## config.mk

```make
export PLATFORM = sky130hd
export DESIGN_NAME = tick_scheduler
export DESIGN_NICKNAME = d
export VERILOG_FILES = /design/src/rtl/tick_scheduler.sv
export SDC_FILE = /design/constraint.sdc
export NUM_CORES = 1
export LEC_CHECK = 0
export CAP_MARGIN = 40
export CORE_MARGIN = 2
export CORE_UTILIZATION = 42
export CTS_CLUSTER_DIAMETER = 50
export DETAILED_ROUTE_END_ITERATION = 8
export MAX_ROUTING_LAYER = met4
export PLACE_DENSITY_LB_ADDON = 0.05
export SYNTH_ARGS = -nofsm -noshare
export SYNTH_HDL_FRONTEND = slang
export SYNTH_SLANG_ARGS = --single-unit
```

## constraint.sdc

```tcl
create_clock -name clk -period 2.9 [get_ports clk]
set_input_delay 0.29 -clock clk [delete_from_list [all_inputs] [get_ports clk]]
set_output_delay 0.29 -clock clk [all_outputs]
set_load 0.03 [all_outputs]
```

## src/rtl/tick_scheduler.sv

```systemverilog
// Central timing controller: one-cycle enable ticks for the display, LED, snake-step and
// slow domains, plus a run/pause/stop FSM and a deferred snake speed update.
module tick_scheduler #(
   parameter int unsigned CNT_W      = 27,
   parameter int unsigned SEG_DIV    = 131072,
   parameter int unsigned LED_DIV    = 33554432,
   parameter int unsigned SNAKE_BASE = 67108864,
   parameter int unsigned SLOW_DIV   = 134217728
) (
   input  logic        clk,
   input  logic        reset,
   input  logic        start,
   input  logic        pause,
   input  logic        stop,
   input  logic [1:0]  speed,
   input  logic        speed_we,
   output logic        seg_tick,
   output logic        led_tick,
   output logic        snake_tick,
   output logic        slow_tick,
   output logic [1:0]  state,
   output logic [1:0]  speed_cur,
   output logic        speed_pend,
   output logic [15:0] step_cnt
);

   typedef enum logic [1:0] {
      StIdle  = 2'b00,
      StRun   = 2'b01,
      StPause = 2'b10
   } state_e;

   localparam logic [CNT_W-1:0] CntOne    = CNT_W'(1);
   localparam logic [CNT_W-1:0] SegLast   = CNT_W'(SEG_DIV - 1);
   localparam logic [CNT_W-1:0] LedLast   = CNT_W'(LED_DIV - 1);
   localparam logic [CNT_W-1:0] SlowLast  = CNT_W'(SLOW_DIV - 1);
   localparam logic [CNT_W-1:0] SnakeBase = CNT_W'(SNAKE_BASE);

   state_e           state_q, state_d;
   logic [CNT_W-1:0] seg_cnt_q, seg_cnt_d;
   logic [CNT_W-1:0] slow_cnt_q, slow_cnt_d;
   logic [CNT_W-1:0] led_cnt_q, led_cnt_d;
   logic [CNT_W-1:0] snake_cnt_q, snake_cnt_d;
   logic [CNT_W-1:0] snake_last;
   logic             seg_tick_q, led_tick_q, snake_tick_q, slow_tick_q;
   logic             seg_wrap, slow_wrap, led_wrap, snake_wrap;
   logic             run_en, clr, apply;
   logic [1:0]       speed_cur_q, speed_cur_d;
   logic [1:0]       speed_nxt_q, speed_nxt_d;
   logic             speed_pend_q, speed_pend_d;
   logic [15:0]      step_cnt_q, step_cnt_d;

   // Next state: stop beats everything; pause only acts in RUN, start in IDLE/PAUSE.
   always_comb begin
      state_d = state_q;
      if (stop) begin
         state_d = StIdle;
      end else begin
         unique case (state_q)
            StIdle:  if (start) state_d = StRun;
            StRun:   if (pause) state_d = StPause;
            StPause: if (start) state_d = StRun;
            default: state_d = StIdle;
         endcase
      end
   end

   // Counter, tick, speed and step-count next-state logic.
   always_comb begin
      // Enables follow the state held during this cycle; a stop edge clears instead of counting.
      run_en     = (state_q == StRun) && !stop;
      clr        = stop || (state_q == StIdle);
      snake_last = (SnakeBase >> speed_cur_q) - CntOne;

      seg_wrap   = (seg_cnt_q == SegLast);
      slow_wrap  = (slow_cnt_q == SlowLast);
      led_wrap   = run_en && (led_cnt_q == LedLast);
      snake_wrap = run_en && (snake_cnt_q == snake_last);

      // Pending speed waits for a wrap in RUN so the running interval is never truncated.
      apply = speed_pend_q && ((state_q == StRun) ? snake_wrap : 1'b1);

      seg_cnt_d  = seg_wrap ? '0 : seg_cnt_q + CntOne;
      slow_cnt_d = slow_wrap ? '0 : slow_cnt_q + CntOne;

      led_cnt_d = led_cnt_q;
      if (clr)         led_cnt_d = '0;
      else if (run_en) led_cnt_d = led_wrap ? '0 : led_cnt_q + CntOne;

      snake_cnt_d = snake_cnt_q;
      if (clr)                             snake_cnt_d = '0;
      else if (apply && state_q == StPause) snake_cnt_d = '0;
      else if (run_en)                      snake_cnt_d = snake_wrap ? '0 : snake_cnt_q + CntOne;

      speed_cur_d  = apply ? speed_nxt_q : speed_cur_q;
      speed_nxt_d  = speed_we ? speed : speed_nxt_q;
      speed_pend_d = speed_we || (speed_pend_q && !apply);

      step_cnt_d = step_cnt_q;
      if (clr)               step_cnt_d = '0;
      else if (snake_tick_q) step_cnt_d = step_cnt_q + 16'd1;
   end

   // State register bank with asynchronous active-low reset.
   always_ff @(posedge clk or negedge reset) begin
      if (!reset) begin
         state_q      <= StIdle;
         seg_cnt_q    <= '0;
         slow_cnt_q   <= '0;
         led_cnt_q    <= '0;
         snake_cnt_q  <= '0;
         seg_tick_q   <= 1'b0;
         slow_tick_q  <= 1'b0;
         led_tick_q   <= 1'b0;
         snake_tick_q <= 1'b0;
         speed_cur_q  <= 2'd0;
         speed_nxt_q  <= 2'd0;
         speed_pend_q <= 1'b0;
         step_cnt_q   <= '0;
      end else begin
         state_q      <= state_d;
         seg_cnt_q    <= seg_cnt_d;
         slow_cnt_q   <= slow_cnt_d;
         led_cnt_q    <= led_cnt_d;
         snake_cnt_q  <= snake_cnt_d;
         seg_tick_q   <= seg_wrap;
         slow_tick_q  <= slow_wrap;
         led_tick_q   <= led_wrap;
         snake_tick_q <= snake_wrap;
         speed_cur_q  <= speed_cur_d;
         speed_nxt_q  <= speed_nxt_d;
         speed_pend_q <= speed_pend_d;
         step_cnt_q   <= step_cnt_d;
      end
   end

   assign seg_tick   = seg_tick_q;
   assign led_tick   = led_tick_q;
   assign snake_tick = snake_tick_q;
   assign slow_tick  = slow_tick_q;
   assign state      = state_q;
   assign speed_cur  = speed_cur_q;
   assign speed_pend = speed_pend_q;
   assign step_cnt   = step_cnt_q;

endmodule

```

==> impl_metrics.py <==
metrics = {
    "detailed_routing": {
        "drc_errors": 0,
        "vias_per_cell": 5.34,
        "via_count": 5026,
        "wirelength_um": 13800,
        "ant_nets": 0,
        "firstDrtPassIters": 4,
        "wl_per_cell_um": 14.6,
        "drt_iter0_drc": 225,
    },
    "yosys": {
        "synth_top_area_share": 0.512,
        "synth_xor_area_frac": 0.115,
        "ys_seq_area_frac": 0.512,
        "synth_top_family_by_area": "simple AND/OR/NAND/NOR gates",
        "synth_cells": 669,
        "yosys.area.top_type": "dfrtp_1",
        "netlist_top_cells_area": "dfrtp_1 51%, xor2_1 7.0%, nor2_1 5.3%, nand3_1 5.2%, xnor2_1 4.5%",
        "synth_simple_gate_area_share": 0.271,
        "synth_fa_ha_area_frac": 0.00948,
        "synth-main-ff-cell": "dfrtp_1",
        "muxShareOfSynthArea": 0.0116,
        "synth_warnings": 0,
        "synthArstFlopShare": 1.00,
        "synth_compound_area_frac": 0.0611,
        "synthesis.area_sq_um": 6600,
        "synth_cell_types": 61,
        "synth_edf_count": 0,
        "synth_fp_nets": 682,
        "ys_ff_latch": 135,
        "synth.avg_cell_area_sq_um": 9.86,
    },
    "timing": {
        "hold_ws_ps": 388,
        "worst_slew_pin_slew_ps": 660,
        "max_freq_mhz": 425,
        "slew_headroom": 0.558,
        "hold_violations": 0,
        "fin_skew_ps": 7.97,
        "rsz0062_at_grt": "false",
        "min_period_over_period": 0.812,
        "setup_violations": 0,
        "tns_ps": 0,
        "slew_violations": 0,
        "min_period_ps": 2350,
    },
    "layout": {
        "post-route-cell-area_sq_um": 7870,
        "final_cells": 941,
        "layout_common_cells": "135 x dfrtp_1, 94 x nor2_1, 68 x nand3_1",
        "final_nets": 730,
        "drive_gt1_frac": 0.0904,
        "fillers": 1391,
        "n_antenna_cell": 0,
        "final_common_cell": "dfrtp_1",
        "syn_to_final_growth_pct": 19.2,
    },
    "placement": {
        "dp.final_hpwl_um": 9440,
        "dp.cells": 908,
        "dpl_cell_area_sq_um": 7220,
        "gp_congestion": 0.842,
        "port_buffers": 32,
    },
    "die": {
        "die_y_um": 129,
        "start_util": 0.432,
        "core-area_sq_um": 15300,
        "rows": 45,
        "die_area_sq_um": 16700,
        "dieWidth_um": 129,
        "boundaryPins": 33,
    },
    "clock_tree": {
        "clock_sinks": 135,
        "post_cts_buffers": 0,
        "ctsHtreeMaxLevel": 4,
        "numCtsBuffers": 17,
        "cts_buffer_depth": 2,
        "clock_latency_ps": 420,
        "clk_pin_slew_ps": 60,
        "root_buffer": "clkbuf_16",
        "cts_tree": "built",
    },
    "setup_path": {
        "crit_type": "flop to flop",
        "worstPathRequired_ps": 3180,
        "cp-startpoint": "snake_cnt_q[0]",
        "rr_startpoint": "snake_cnt_q[0]",
        "critPathMaxFanout": 14,
        "timing.critical_path.to_type": "flop",
        "cp.arrival_ps": 2630,
        "crit_path_start_kind": "flop",
    },
    "job": {
        "max-cap-violations": 0,
    },
    "pwr": {
        "p_leak_nw": 3.29,
        "vdd_drop_max_mv": 0.430,
        "power_density_nw_per_um2": 558,
    },
    "outcome": {
        "outcome": "finished, final reports clean",
    },
    "grt": {
        "grt_overflow": 0,
        "antenna_found_initial": 0,
        "grt_max_degree": 58,
        "grt_pass1_vias": 5164,
        "grt_usage": 0.190,
        "grt_first_pass_wirelength_um": 24600,
    },
    "worst_hold_path": {
        "hp-class": "input pin to async pin",
    },
}
==> worst max-delay path, stage by stage (launching register included) <==
cell	delay (ps)
dfrtp_1	430
ha_1	280
nand2_1	150
nor4_4	580
o2111ai_1	230
buf_4	240
nand2_1	150
o311ai_0	150
==> stage by stage <==
step / setup slack (ps) / power, mW / util
after detailed placement: 553 / 2.12 / 0.473
after CTS: 532 / 4.45 / 0.516
after floorplan: 918 / 2.02 / -
after global routing: 301 / 4.55 / 0.516
final: 546 / 4.39 / 0.516
after global placement: 547 / 2.12 / 0.473
==> routing by layer <==
layer  GRT usage  vias to the layer above  share of wire
met3      0.0438                       14          0.024
met4      0.0601                        0          0.012
met2       0.293                       60           0.48
met1       0.248                     2479           0.49
met5           -                        -              0
li1            -                     2473              -
==> sequential cells by signal, indices dropped and copies added, names as in the netlist <==
signal,cells
led_cnt_q,27
led_tick,1
seg_cnt_q,27
seg_tick,1
slow_cnt_q,27
slow_tick,1
snake_cnt_q,27
snake_tick,1
speed_cur,2
speed_nxt_q,2
speed_pend,1
state,2
step_cnt,16
==> Yosys cell counts, types with 5 or more instances <==
library cell and count:
xor2_1 53, nor2b_1 5, nand2_1 54, o21ai_0 13, xnor2_1 34, clkbuf_1 10, or3_1 10, nand4_1 39
and3_1 20, inv_1 11, a31oi_1 12, ha_1 5, nor4_1 6, dfrtp_1 135, a21oi_1 14, nor3_1 12
nor2_1 94, and2_1 5, nand3_1 68
==> logic make-up after synthesis <==
logic type               count (synthesis)
buffers and inverters                   30
XOR/XNOR                                87
flip-flops                             135
adder cells (fa/ha/maj)                  5
AO/OA/AOI/OAI                           62
multiplexers                             7
AND/OR/NAND/NOR                        343
==> worst paths after layout <==
path | to | slack (ps) | cells past startpoint
min in group clk | seg_cnt_q[0] | 470 | 1
setup reg to reg | snake_cnt_q[24] | 550 | 7
hold / removal | step_cnt[11] | 390 | 2
max in group asynchronous | slow_cnt_q[12] | 1730 | 3
setup / recovery | snake_cnt_q[24] | 550 | 7
hold reg to reg | seg_cnt_q[0] | 470 | 1
==> power by group <==
| group | switching [mW] | internal [mW] | total (mW) |
|---|---|---|---|
| sequential | 0.0183 | 1.90 | 1.92 |
| clock | 0.842 | 1.47 | 2.31 |
| combinational | 0.107 | 0.0602 | 0.168 |
| total | 0.968 | 3.42 | 4.39 |
==> area by class of cell <==
cell class,instances,area [sq um],share of cell area
clock inverters,14,196,0.0250
well taps,211,264,0.0336
inverters,11,41.3,0.00525
flip-flops and latches,135,3380,0.429
multi-input cells,504,3090,0.393
repair buffers,48,460,0.0585
clock buffers,18,439,0.0558
==> what timing repair did <==
action | 4_1_cts | 5_1_grt
hold buffers | 1 | 0
endpoints found under the hold margin | 55 | 0
gates resized for setup | 0 | 0
setup endpoints to repair | 0 | 0
Note: power is estimated with default switching activity, not from simulation.
